--- config.mk ---
export PLATFORM = sky130hd
export DESIGN_NAME = result_uart_tx_flat
export DESIGN_NICKNAME = d
export VERILOG_FILES = /design/src/rtl/result_tx_pkg.sv /design/src/rtl/result_uart_tx_if.sv /design/src/rtl/uart_tx_byte.sv /design/src/rtl/result_uart_tx.sv /design/src/flat_wrapper.sv
export SDC_FILE = /design/constraint.sdc
export NUM_CORES = 1
export LEC_CHECK = 0
export CELL_PAD_IN_SITES_DETAIL_PLACEMENT = 1
export CELL_PAD_IN_SITES_GLOBAL_PLACEMENT = 1
export CORE_MARGIN = 2
export CORE_UTILIZATION = 50
export DETAILED_ROUTE_END_ITERATION = 6
export PLACE_DENSITY = 0.95
export SYNTH_ARGS = -nofsm -noshare
export SYNTH_HDL_FRONTEND = slang
export SYNTH_SLANG_ARGS = --single-unit
--- constraint.sdc ---
create_clock -name Clk -period 10.9 [get_ports Clk]
set_clock_uncertainty 0.1 [all_clocks]
set_input_delay 2.18 -clock Clk [delete_from_list [all_inputs] [get_ports Clk]]
set_output_delay 2.18 -clock Clk [all_outputs]
set_load 0.05 [all_outputs]
--- src/rtl/result_tx_pkg.sv ---
// Shared types and constants for the result UART transmitter.
// States, ASCII codes, framing and digit-count helper.
package result_tx_pkg;

  typedef enum logic [2:0] {
    IDLE,
    CONVERT,
    SCAN,
    SEND,
    FINISH
  } state_t;

  localparam logic [7:0] CHAR_ZERO = 8'h30;
  localparam logic [7:0] CHAR_CR   = 8'h0D;
  localparam logic [7:0] CHAR_LF   = 8'h0A;
  localparam logic [7:0] CHAR_E    = 8'h45;
  localparam logic [7:0] CHAR_R    = 8'h52;

  localparam int FRAME_BITS = 10;

  // ceil(width * log10(2)) in integer arithmetic
  function automatic int num_digits(input int width);
    return (width * 30103 + 99999) / 100000;
  endfunction

endpackage

--- src/rtl/result_uart_tx_if.sv ---
// Request/status bundle between the solver and the result transmitter.
// The solver side is master, the transmitter is slave.
interface result_uart_tx_if #(
  parameter int RESULT_WIDTH = 64
);

  logic                    Start;
  logic [RESULT_WIDTH-1:0] Result;
  logic                    IsError;
  logic                    Busy;
  logic                    Done;

  modport master (
    output Start, Result, IsError,
    input  Busy, Done
  );

  modport slave (
    input  Start, Result, IsError,
    output Busy, Done
  );

endinterface

--- src/rtl/uart_tx_byte.sv ---
// 8N1 byte serializer with gapless chaining.
// Ready rises on the last stop-bit cycle so the next start bit follows at once.
module uart_tx_byte
  import result_tx_pkg::*;
#(
  parameter int CLKS_PER_BIT = 2170
) (
  input  logic       Clk,
  input  logic       Rst,
  input  logic       Valid,
  input  logic [7:0] Data,
  output logic       Ready,
  output logic       TxD
);

  localparam int TW = $clog2(CLKS_PER_BIT);
  localparam logic [TW-1:0] LAST = TW'(CLKS_PER_BIT - 1);
  localparam logic [3:0] STOP_IDX = 4'(FRAME_BITS - 1);

  logic          active;
  logic [9:0]    frame;
  logic [3:0]    bit_idx;
  logic [TW-1:0] timer;
  logic          last_cycle;

  assign last_cycle = active && bit_idx == STOP_IDX && timer == LAST;
  assign Ready = !active || last_cycle;

  // Load a frame on handshake, otherwise step bit timer and bit index
  always_ff @(posedge Clk or posedge Rst) begin
    if (Rst) begin
      active  <= 1'b0;
      frame   <= '0;
      bit_idx <= '0;
      timer   <= '0;
      TxD     <= 1'b1;
    end else if (Valid && Ready) begin
      active  <= 1'b1;
      frame   <= {1'b1, Data, 1'b0};
      bit_idx <= '0;
      timer   <= '0;
      TxD     <= 1'b0;
    end else if (active) begin
      if (timer == LAST) begin
        timer <= '0;
        if (bit_idx == STOP_IDX) begin
          active <= 1'b0;
          TxD    <= 1'b1;
        end else begin
          bit_idx <= bit_idx + 4'd1;
          TxD     <= frame[bit_idx + 4'd1];
        end
      end else begin
        timer <= timer + 1'b1;
      end
    end
  end

endmodule

--- src/rtl/result_uart_tx.sv ---
// Sends the solver result as decimal ASCII + CR LF, or "ERR" CR LF.
// Binary to BCD via one double-dabble step per cycle.
module result_uart_tx
  import result_tx_pkg::*;
#(
  parameter int RESULT_WIDTH = 64,
  parameter int CLKS_PER_BIT = 2170
) (
  input  logic                 Clk,
  input  logic                 Rst,
  result_uart_tx_if.slave      bus,
  output logic                 TxD
);

  localparam int NUM_DIGITS = num_digits(RESULT_WIDTH);
  localparam int BW = 4 * NUM_DIGITS;
  localparam int IW = $clog2(NUM_DIGITS + 2);
  localparam int CW = $clog2(RESULT_WIDTH);

  state_t                  state, state_next;
  logic [RESULT_WIDTH-1:0] bin;
  logic [BW-1:0]           bcd, bcd_adj;
  logic                    err;
  logic [CW-1:0]           cnt;
  logic [IW-1:0]           idx, ndig, msd_count, total, dig_pos;
  logic [3:0]              digit;
  logic                    accept, tx_valid, tx_ready;
  logic [7:0]              tx_data;

  assign accept = (state == IDLE || state == FINISH) && bus.Start;
  assign total = ndig + IW'(2);
  assign bus.Busy = state == CONVERT || state == SCAN || state == SEND;
  assign bus.Done = state == FINISH;

  // Add-3 correction on every BCD digit above 4 before the shift
  always_comb begin
    bcd_adj = bcd;
    for (int i = 0; i < NUM_DIGITS; i++) begin
      if (bcd[4*i +: 4] > 4'd4) bcd_adj[4*i +: 4] = bcd[4*i +: 4] + 4'd3;
    end
  end

  // Digit count from the most significant nonzero digit, minimum one
  always_comb begin
    msd_count = IW'(1);
    for (int i = 0; i < NUM_DIGITS; i++) begin
      if (bcd[4*i +: 4] != 4'd0) msd_count = IW'(i + 1);
    end
  end

  // Character for the current message position
  always_comb begin
    dig_pos = ndig - idx - IW'(1);
    digit   = 4'(bcd >> {dig_pos, 2'b00});
    tx_data = CHAR_ZERO | {4'd0, digit};
    if (idx == ndig) tx_data = CHAR_CR;
    else if (idx == ndig + IW'(1)) tx_data = CHAR_LF;
    else if (err) tx_data = (idx == '0) ? CHAR_E : CHAR_R;
  end

  // Sequencer state register
  always_ff @(posedge Clk or posedge Rst) begin
    if (Rst) state <= IDLE;
    else     state <= state_next;
  end

  // Next state and byte request
  always_comb begin
    state_next = state;
    tx_valid   = 1'b0;
    unique case (state)
      IDLE, FINISH: begin
        state_next = IDLE;
        if (bus.Start) state_next = bus.IsError ? SCAN : CONVERT;
      end
      CONVERT: if (cnt == CW'(RESULT_WIDTH - 1)) state_next = SCAN;
      SCAN:    state_next = SEND;
      SEND: begin
        tx_valid = idx < total;
        if (idx == total && tx_ready) state_next = FINISH;
      end
      default: state_next = IDLE;
    endcase
  end

  // Latches, conversion shift register and message index
  always_ff @(posedge Clk or posedge Rst) begin
    if (Rst) begin
      bin  <= '0;
      bcd  <= '0;
      err  <= 1'b0;
      cnt  <= '0;
      idx  <= '0;
      ndig <= '0;
    end else if (accept) begin
      bin <= bus.Result;
      err <= bus.IsError;
      bcd <= '0;
      cnt <= '0;
      idx <= '0;
    end else if (state == CONVERT) begin
      {bcd, bin} <= {bcd_adj, bin} << 1;
      cnt <= cnt + 1'b1;
    end else if (state == SCAN) begin
      ndig <= err ? IW'(3) : msd_count;
    end else if (state == SEND && tx_valid && tx_ready) begin
      idx <= idx + 1'b1;
    end
  end

  uart_tx_byte #(
    .CLKS_PER_BIT(CLKS_PER_BIT)
  ) u_tx (
    .Clk  (Clk),
    .Rst  (Rst),
    .Valid(tx_valid),
    .Data (tx_data),
    .Ready(tx_ready),
    .TxD  (TxD)
  );

endmodule

--- src/flat_wrapper.sv ---
// flat-port wrapper written by rule: the top's interface ports become plain ports
module result_uart_tx_flat import result_tx_pkg::*;
#(
  parameter int RESULT_WIDTH = 64,
  parameter int CLKS_PER_BIT = 2170
)
  (Clk, Rst, TxD, bus_Start, bus_Result, bus_IsError, bus_Busy, bus_Done);
  result_uart_tx_if #(.RESULT_WIDTH(RESULT_WIDTH)) bus_i ();
  input  logic Clk;
  input  logic Rst;
  output logic TxD;
  input wire logic [$bits(bus_i.Start)-1:0] bus_Start;
  input wire logic [$bits(bus_i.Result)-1:0] bus_Result;
  input wire logic [$bits(bus_i.IsError)-1:0] bus_IsError;
  output wire logic [$bits(bus_i.Busy)-1:0] bus_Busy;
  output wire logic [$bits(bus_i.Done)-1:0] bus_Done;
  assign bus_i.Start = bus_Start;
  assign bus_i.Result = bus_Result;
  assign bus_i.IsError = bus_IsError;
  assign bus_Busy = bus_i.Busy;
  assign bus_Done = bus_i.Done;
  result_uart_tx #(.RESULT_WIDTH(RESULT_WIDTH), .CLKS_PER_BIT(CLKS_PER_BIT)) u_core (.Clk(Clk), .Rst(Rst), .bus(bus_i), .TxD(TxD));
endmodule
==> impl_results.md, run 1 <==
- Leakage: approximately 5.4 nW
- Post-CTS Setup Repair Bufs: 0
- Full die area: 22200 um2
- Min-Delay Path Class: reg2reg
- Initial Util: 50.47%
- Hold WS: 394.3 ps
- Crit path to: bus_Done
- Max-Slew Margin vs Limit: 21.54%
- CP Max Fanout: 7
- Cts hold-fix bufs: 0
- R2r endpoint: u_core.u_tx.bit_idx[0]$_DFFE_PP0P_
- Number of synthesized register bits: 190
- GRT busiest layer: met2
- Via count: 9823
- Die Y: around 150 um
- Die Span X: 149.0 um
- Area fraction of the dominant cell type after synthesis: 45.00%
- Gr ovfl total: 0
- Sequential-to-total area share from yosys stat: approximately 45%
- Largest net degree at the start of global routing: about 120
- Latest clock arrival within the worst-skew pair: around 470 ps
- Setup violators final: 0
- Met3 Use GR: under 10%
- Worst-path clk slew: roughly 80 ps
- CTS tree: built
- Worst-margin pin slew: approximately 1200 ps
- Syn. warnings: 0
- Wire per inst: about 25 um
- Final RePlAce weighted congestion: around 0.83
- Setup CP Type: reg2out
- RR Startpoint: u_core.ndig[1]$_DFFE_PP0P_
- IO Port Bufs: 70
- Number of global-route vias before repair: between 10000 and 15000
- Worst Path Arrival: 2220 ps
- Commonest non-fill, non-tap cell in the layout: dfrtp_1
- CTS max path bufs: 2
- # H-tree levels: 4
- Dominant cells by area after synthesis: dfrtp_1 (45%), nand2_1 (6.7%), mux4_2 (5.1%)
- EDFF count, synth: 0
- Via/cell ratio: between 6 and 7
- Most frequent cells in the layout: dfrtp_1 (189), nand2_1 (187), inv_1 (73)
- Met1 Use GR: around 39%
- Most used DFF post-synth: dfrtp_1
- Max Slew Vio Count: 0
- Antenna viol nets, final: 0
- Core box area: roughly 21000 um2
- Path depth of the worst reg2reg path: 9
- Syn Std Cell Area: between 10000 and 15000 um2
- N_diodes: 0
- Final core occ: between 50% and 60%
- Critical Path Start Type: flip-flop
- Mapped Avg Cell Area: 9.334 um2
- Dpl hpwl: 20.58 mm
- Req. time, crit path: 8620 ps
- Final Cycle Share: between 40% and 50%
- Count of different cell masters after synthesis: ~60
- Number of I/O pins: 71
- P_sw: around 0.00034 W
- Ratio of cells with drive above 1 in the final layout: 6.780%
- Area Overhead vs Synth: 14.17%
- Setup TNS Final: 0 ps
- TritonRoute pass-1 iters: 5
- Max_cap viols: 0
- VDD IR-drop max: a little over 0.09 mV
- M2 GR Usage: roughly three fifths
- Net Sw Frac: between 20% and 30%
- Setup slack, reg-to-reg: 7210 ps
- Largest area contributor in the synthesized netlist: dfrtp_1
- Final WL: 36.55 mm
- Initial antenna violation count: 0
- Post-synth ARST share: 100.0%
- Syn_nets: 1237
- Global Route Usage Sum: roughly a third
- First-pass GRT wire length: ~58 mm
- Resize count post-CTS: 0
- Proportion of power drawn by flip-flops and latches: 50.4%
- DR DRC count: 0
- Fillers: approximately 2300
- Internal power: 0.001056 W
- Pwr dens: 116.4 nW/um2
- Cell row count: 53
- Final min period: roughly 4500 ps
- Clock root buffer: clkbuf_16
- CTS sink cnt: 190
- Final nets: roughly 1300
- Cts bufs inserted: 17
- DRT iter0 DRCs: around 840
- Setup crit end kind: output port
- Syn Inst Count: around 1100
- Final hold viol count: 0
- Max Freq: 222.3 MHz
- Clock share of power: a little under half
- Start point of the critical path: u_core.state[0]$_DFFE_PP0P_
- RSZ-0062 raised after global routing: false
- Status: complete, no violations
- Combinational power share: between 2 and 3%
==> power groups by stage <==
stage                     combinational, W  clock, W  sequential [W]
after global placement           0.0000405         0        0.000718
final                            0.0000408  0.000652        0.000704
after global routing             0.0000443  0.000678        0.000704
after CTS                        0.0000417  0.000654        0.000704
after detailed placement         0.0000409         0        0.000718
after floorplan                  0.0000104         0        0.000718
==> cell families (layout without fill, tap and decap cells) <==
kind of cell	count (synthesis)	count (layout)	synth area share, %
AO/OA/AOI/OAI	327	327	19.96
XOR/XNOR	41	41	3.560
adder cells (fa/ha/maj)	43	43	5.190
buffers and inverters	132	186	4.929
flip-flops	190	190	45.25
multiplexers	31	31	5.821
AND/OR/NAND/NOR	362	362	15.29
==> flip-flops by register name, indices dropped and copies added (netlist names) <==
name,flops
u_core.bcd,80
u_core.bin,64
u_core.cnt,6
u_core.err,1
u_core.idx,5
u_core.ndig,5
u_core.state,3
u_core.u_tx.TxD,1
u_core.u_tx.active,1
u_core.u_tx.bit_idx,4
u_core.u_tx.frame,8
u_core.u_tx.timer,12
==> stage by stage <==
step / setup WS [ps] / cells / total power [W] / instance area (um2)
final: 6402 / 1455 / 0.001397 / 12000
after floorplan: 3451 / 1126 / 0.0007288 / 10510
after global placement: 6394 / 1423 / 0.0007587 / 11410
after global routing: 6348 / 1455 / 0.001427 / 12000
after detailed placement: 6330 / 1423 / 0.0007591 / 11410
after CTS: 6407 / 1455 / 0.001400 / 12000
==> cell type report <==
| cell class | instances | area, um2 | area share (%) |
|---|---|---|---|
| multi-input cells | 804 | 5255 | 43.80 |
| flip-flops and latches | 190 | 4756 | 39.64 |
| repair buffers | 79 | 768.2 | 6.403 |
| clock buffers | 18 | 439.2 | 3.660 |
| well taps | 275 | 344.1 | 2.868 |
| inverters | 75 | 289.0 | 2.409 |
| clock inverters | 14 | 147.6 | 1.230 |
==> cell usage after synthesis (8+ instances only) <==
| master | n |
|---|---|
| dfrtp_1 | 189 |
| o21ai_1 | 36 |
| nor2_1 | 64 |
| o21ai_0 | 44 |
| or3_1 | 8 |
| ha_1 | 42 |
| nor3_1 | 40 |
| clkbuf_1 | 36 |
| a31oi_1 | 27 |
| mux4_2 | 24 |
| nand4_1 | 8 |
| nand2_1 | 188 |
| a22o_1 | 23 |
| xor2_1 | 10 |
| a32o_1 | 16 |
| xnor2_1 | 29 |
| a22oi_1 | 40 |
| nand3_1 | 16 |
| a21oi_1 | 59 |
| buf_1 | 13 |
| o31ai_1 | 17 |
| inv_1 | 74 |
| nand2b_1 | 9 |
| o22ai_1 | 41 |
==> metal layers <==
layer / share of wire (%) / wire (um)
met2: 51 / 18730
met4: 5.7 / 2096
met5: 0 / 0
met1: 37 / 13510
met3: 6.1 / 2215
==> worst max-delay path, stage by stage (launching register included) <==
cell	delay, ps
dfrtp_1	490
nor2_1	280
and2_1	180
clkdlybuf4s50_1	800
==> worst min path at each step <==
| stage | startpoint | end | slack, ps | cells past startpoint |
|---|---|---|---|---|
| after floorplan | u_core.u_tx.frame[9]$_DFFE_PP0P_ | u_core.u_tx.frame[9]$_DFFE_PP0P_ | 330 | 1 |
| after global placement | u_core.u_tx.frame[9]$_DFFE_PP0P_ | u_core.u_tx.frame[9]$_DFFE_PP0P_ | 350 | 1 |
| after detailed placement | u_core.bin[19]$_DFFE_PP0P_ | u_core.bin[19]$_DFFE_PP0P_ | 370 | 2 |
| after CTS | u_core.u_tx.frame[9]$_DFFE_PP0P_ | u_core.u_tx.frame[9]$_DFFE_PP0P_ | 400 | 1 |
| after global routing | u_core.u_tx.frame[9]$_DFFE_PP0P_ | u_core.u_tx.frame[9]$_DFFE_PP0P_ | 420 | 1 |
| final | u_core.u_tx.frame[9]$_DFFE_PP0P_ | u_core.u_tx.frame[9]$_DFFE_PP0P_ | 390 | 1 |
(Power assumes the default switching activity.)
==> inputs of run 2 (changes only) <==
CORE_UTILIZATION = 42   (was 50)
PLACE_DENSITY = 0.86   (was 0.95)
clock period = 3.7 ns   (was 10.9 ns; I/O delays follow)
==> run 2 against run 1 <==
Effect of this change: setup slack got worse by 6100 ps; die area increased by 19%; final cell count up 3.9%; via count is 6.5% lower; combinational power grew to 3.0 times the previous value; non-clock buffer count grew 8; register-to-register slack lost 6900 ps; flip-flop and latch count did not move; critical path depth grew 7; utilization down 7.7 points; critical path type is now reg2reg; hold slack worse by 12 ps.
==> impl_results.md, run 2 (synthesis results as in run 1) <==
- Status: complete, no violations
- Die Y: between 150 and 200 um
- Initial antenna violation count: 0
- First-pass GRT wire length: 52.13 mm
- Place WS: 475.8 ps
- Min-Delay Path Class: reg2reg
- # H-tree levels: 4
- Setup violators final: 0
- CP Max Fanout: 20
- Req. time, crit path: ~3900 ps
- Setup crit end kind: flip-flop
- Clock root buffer: clkbuf_16
- Critical Path Start Type: flip-flop
- Cts hold-fix bufs: 0
- Resize count post-CTS: 0
- Final Cycle Share: just over 90%
- Biggest register: u_core.bcd
- RSZ-0062 raised after global routing: false
- Dpl hpwl: about 21 mm
- Via count: 9188
- Max Freq: a little under 300 MHz
- Final min period: 3394 ps
- Post-route setup slack: between 300 and 400 ps
- Cell row count: 57
- Largest net degree at the start of global routing: 78
- Cts bufs inserted: 17
- Global Route Usage Sum: between 20% and 30%
- Via/cell ratio: between 6 and 7
- Max_cap viols: 0
- Max-Slew Margin vs Limit: 47.29%
- Max Slew Vio Count: 0
- TritonRoute pass-1 iters: 5
- Post-CTS Setup Repair Bufs: 0
- Fillers: 2743
- Max FFs per register: 80
- CTS sink cnt: 190
- Number of global-route vias before repair: between 9000 and 10000
- CTS tree: built
- Leakage: approximately 5.5 nW
- CTS max path bufs: 2
- Wire per inst: approximately 21 um
- Most frequent cells in the layout: dfrtp_1 (189), nand2_1 (187), inv_1 (73)
- N_diodes: 0
- Setup CP Type: reg2reg
- Antenna viol nets, final: 0
- Gr ovfl total: 0
- Latest clock arrival within the worst-skew pair: between 400 and 500 ps
- IO Port Bufs: 70
- Final non-filler cell area: ~12000 um2
- Final hold viol count: 0
- Core box area: 24460 um2
- Commonest non-fill, non-tap cell in the layout: dfrtp_1
- Area Overhead vs Synth: 16.13%
- Worst Path Arrival: 3620 ps
- Final nets: around 1300
- Dpl cell area: between 10000 and 15000 um2
- Full die area: approximately 26000 um2
- Die Span X: about 160 um
- Setup TNS Final: 0 ps
- Ratio of cells with drive above 1 in the final layout: between 7 and 8%
- Final WL: around 32 mm
- DRT iter0 DRCs: between 700 and 800
- Pwr dens: 338.5 nW/um2
- Initial Util: between 40 and 50%
- VDD IR-drop max: ~0.22 mV
- Largest regs: u_core.bcd (80), u_core.bin (64), u_core.u_tx.timer (12)
- Worst-path clk slew: about 90 ps
- Final RePlAce weighted congestion: between 0.8 and 0.9
- DR DRC count: 0
- Number of I/O pins: 71
- Worst-margin pin slew: between 700 and 800 ps
run 2: path summary, 6_finish.rpt:
| kind | from | end | slack (ps) | cells past startpoint |
|---|---|---|---|---|
| worst max-delay path | u_core.idx[0]$_DFFE_PP0P_ | u_core.u_tx.frame[1]$_DFFE_PP0P_ | 310 | 10 |
| worst min-delay path | u_core.bin[28]$_DFFE_PP0P_ | u_core.bin[28]$_DFFE_PP0P_ | 380 | 2 |
| worst max register to register | u_core.idx[0]$_DFFE_PP0P_ | u_core.u_tx.frame[1]$_DFFE_PP0P_ | 310 | 10 |
| worst min register to register | u_core.bin[28]$_DFFE_PP0P_ | u_core.bin[28]$_DFFE_PP0P_ | 380 | 2 |
| max in group asynchronous | Rst | u_core.bin[30]$_DFFE_PP0P_ | 2040 | 3 |
| min in group asynchronous | Rst | u_core.u_tx.frame[3]$_DFFE_PP0P_ | 540 | 2 |
run 2: routing by layer:
layer / GRT usage [%] / routed length [um] / vias up
met4: 8.608 / 915 / 0
met3: 5.158 / 1438 / 80
li1: - / - / 4155
met5: 0 / 0 / -
met1: 30.81 / 13010 / 4706
met2: 43.33 / 16240 / 247
run 2: stage by stage:
step | power, W | instances | hold WS, ps | util [%]
floorplan | 0.002148 | 1126 | 334.4 | -
global placement | 0.002240 | 1480 | 352.6 | 47.39
detailed placement | 0.002242 | 1480 | 363.4 | 47.39
CTS | 0.004158 | 1512 | 386.0 | 49.90
global route | 0.004253 | 1512 | 404.7 | 49.90
finish | 0.004132 | 1512 | 382.6 | 49.90
run 2: worst max-delay path: stages, from the launching register on:
cell      delay [ps]
dfrtp_1          430
inv_1            120
ha_1             220
inv_1             80
fa_1             500
buf_4            340
mux4_2           580
mux4_2           490
nand2_1          110
o211ai_1          90
a22o_1           220
run 2: power by group:
| group | internal, W | leakage (nW) | switching [W] |
|---|---|---|---|
| Sequential | 0.00207 | 2.21 | 0 |
| Combinational | 0.0000678 | 3.01 | 0.0000557 |
| Clock | 0.000924 | 0.298 | 0.00101 |
run 2: final cells by class:
| class | count | area, um2 | share of cell area (%) |
|---|---|---|---|
| Clock buffer | 17 | 425.4 | 3.485 |
| Sequential cell | 190 | 4756 | 38.96 |
| Inverter | 75 | 285.3 | 2.337 |
| Tap cell | 324 | 405.4 | 3.321 |
| Clock inverter | 15 | 187.7 | 1.538 |
| Multi-Input combinational cell | 804 | 5255 | 43.05 |
| Timing Repair Buffer | 87 | 890.9 | 7.299 |
==> inputs of run 3 (changes only) <==
CORE_ASPECT_RATIO = 1.5   (was default)
PLACE_DENSITY = 0.85   (was 0.86)
SYNTH_HIERARCHICAL = 1   (was default)
==> run 3 against run 2 <==
Effect of this change: maximum frequency is 0.74% higher; non-clock buffer count is 4 lower; flip-flop and latch count is 1 higher; combinational power is 5% lower; routed wire length is 3.7% lower; via count is 0.94% lower; design area is 2.5% higher; critical path depth stayed put; final cell count is 1.7% higher; power is 0.96% higher; setup slack better by 25 ps; synthesized area is 3.5% higher.
==> impl_results.md, run 3 <==
- Critical Path Start Type: flip-flop
- Met3 Use GR: under 10%
- Dominant cells by area after synthesis: dfrtp_1 (44%), nand2_1 (6.2%), ha_1 (5.2%)
- Via/cell ratio: roughly 5.9
- DRT iter0 DRCs: approximately 450
- Area fraction of the dominant cell type after synthesis: 43.72%
- Dpl hpwl: 20.86 mm
- Initial Util: 42.51%
- Antenna viol nets, final: 0
- Final nets: between 1000 and 1500
- GRT busiest layer: met2
- Full die area: ~27000 um2
- Setup TNS Final: 0 ps
- Post-synth ARST share: between 90% and 100%
- Req. time, crit path: between 3000 and 4000 ps
- Clock root buffer: clkbuf_16
- Final WL: between 30 and 40 mm
- Max Slew Vio Count: 0
- Hold WS: about 370 ps
- Post-synth top cells: dfrtp_1 (190), nand2_1 (181), inv_1 (79), o21ai_0 (70), nor2_1 (69)
- Cell row count: between 70 and 80
- Count leader, synth: dfrtp_1
- CP max stage cell: fa_1
- N_diodes: 0
- Gr ovfl total: 0
- Latest clock arrival within the worst-skew pair: between 400 and 500 ps
- CTS tree: built
- Setup violators final: 0
- IO Port Bufs: 70
- Ratio of cells with drive above 1 in the final layout: between 7 and 8%
- Die Span X: 135.4 um
- Sequential-to-total area share from yosys stat: 43.96%
- Die Y: ~200 um
- Pwr dens: about 330 nW/um2
- Critical-path cell list: inv_1 -> ha_1 -> inv_1 -> fa_1 -> mux4_2 -> mux2i_1 -> mux2_2 -> a2bb2oi_1 -> o21ai_1 -> mux2_4
- Final Cycle Share: about 91%
- Largest regs: u_core/bcd (80), u_core/bin (64), u_core/u_tx/timer (12)
- Number of I/O pins: a little over 70
- Worst-margin pin slew: between 1000 and 1500 ps
- Cts bufs inserted: 17
- Most used DFF post-synth: dfrtp_1
- Leakage: ~5.4 nW
- Worst Path Arrival: approximately 3600 ps
- Final min period: between 3000 and 4000 ps
- CP max stage delay: 950 ps
- # H-tree levels: 4
- Met1 Use GR: around a quarter
- Max_cap viols: 0
- Global Route Usage Sum: about a quarter
- Largest net degree at the start of global routing: around 170
- Worst-path clk slew: around 80 ps
- CTS max path bufs: 2
- Biggest register: u_core/bcd
- Post-CTS Setup Repair Bufs: 0
- Resize count post-CTS: 0
- Mapped Avg Cell Area: ~9.5 um2
- Status: complete, no violations
- Via count: roughly 9000
- EDFF count, synth: 0
- Syn. warnings: 6
- Min-Delay Path Class: reg2reg
- Syn Std Cell Area: 10880 um2
- Final hold viol count: 0
- Number of synthesized register bits: approximately 190
- CP dominant cell by count: inv_1
- Syn Inst Count: approximately 1100
- Max FFs per register: 80
- CTS sink cnt: 191
- Wire per inst: 19.80 um
- Initial antenna violation count: 0
- Commonest non-fill, non-tap cell in the layout: dfrtp_1
- M2 GR Usage: around 43%
- CP Max Fanout: 15
- TritonRoute pass-1 iters: 6
- Largest area contributor in the synthesized netlist: dfrtp_1
- VDD IR-drop max: ~0.37 mV
- Number of global-route vias before repair: 10006
- Area Overhead vs Synth: 15.08%
- Syn_nets: roughly 1300
- DR DRC count: 0
- Most frequent cells in the layout: dfrtp_1 (190), nand2_1 (178), inv_1 (78)
- Core box area: about 26000 um2
- RSZ-0062 raised after global routing: false
- Max-Slew Margin vs Limit: between 20% and 30%
- Setup CP Type: reg2reg
- Cts hold-fix bufs: 0
- Final RePlAce weighted congestion: 0.8919
- Max Freq: 296.8 MHz
- Setup crit end kind: flip-flop
- First-pass GRT wire length: 50.95 mm
- Count of different cell masters after synthesis: 76
run 3: changes by cell type after synthesis, moves of 7 or more:
cell     delta
a21oi_1     -7
mux2_4      +8
mux4_2      -9
nand2_1     -7
nor2b_1     +7
nor3_1     -11
o21ai_0    +26
o21ai_1    -34
run 3: final timing paths:
kind	from	cells past startpoint	slack, ps	endpoint
max in group asynchronous	Rst	3	1920	u_core/bin[50]$_DFFE_PP0P_
worst max-delay path	u_core/idx[0]$_DFFE_PP0P_	10	330	u_core/u_tx/frame[4]$_DFFE_PP0N_
worst max register to register	u_core/idx[0]$_DFFE_PP0P_	10	330	u_core/u_tx/frame[4]$_DFFE_PP0N_
worst min-delay path	u_core/u_tx/frame[9]$_DFFE_PP0N_	1	370	u_core/u_tx/frame[9]$_DFFE_PP0N_
min in group asynchronous	Rst	3	690	u_core/bcd[78]$_DFFE_PP0P_
worst min register to register	u_core/u_tx/frame[9]$_DFFE_PP0N_	1	370	u_core/u_tx/frame[9]$_DFFE_PP0N_
run 3: power breakdown:
part	internal (W)	switching [W]	total, W
registers	0.00209	0.000000285	0.00209
clock network	0.00106	0.000904	0.00197
logic	0.0000646	0.0000534	0.000118
run 3: metal layers:
metal | up-vias | share of wire [%]
li1 | 4195 | -
met1 | 4619 | 38
met3 | 78 | 3.6
met4 | 0 | 4.0
met2 | 210 | 54
met5 | - | 0
run 3: final cells by class:
cell class	count	area, um2
multi-input combinational	819	5559
inverter	79	300.3
fill	2927	13070
clock buffer	19	452.9
timing repair buffer	83	835.8
sequential	191	4781
tap	333	416.7
clock inverter	13	170.2
run 3: worst max-delay path, delay by kind of cell (launching register included):
kind,cells,cell delay (ps)
buf+inv,2,170
mux,4,1050
fa+ha+maj,2,1160
flops,1,420
compound gates,2,340
run 3: kinds of logic (layout without fill, tap and decap cells):
logic type / Yosys count / after routing / synth area share (%)
and+or+nand+nor: 361 / 361 / 15.06
AOI/OAI and AO/OA: 322 / 322 / 19.63
DFF: 191 / 191 / 43.96
buffers and inverters: 136 / 194 / 5.120
xor gates and xnor gates: 47 / 47 / 4.096
adders and majority gates: 46 / 46 / 5.361
muxes: 42 / 42 / 6.742
other: 1 / 1 / 0.03448
run 3: through the flow:
stage | util, % | cell area [um2] | total power, W | setup WS, ps | instances
detailed placement | 46.48 | 11890 | 0.002249 | 443.8 | 1505
finish | 48.92 | 12520 | 0.004172 | 331.2 | 1537
global placement | 46.48 | 11890 | 0.002250 | 550.1 | 1505
CTS | 48.92 | 12520 | 0.004220 | 333.5 | 1537
global route | 48.92 | 12520 | 0.004313 | 170.1 | 1537
floorplan | - | 10880 | 0.002160 | 775.2 | 1146
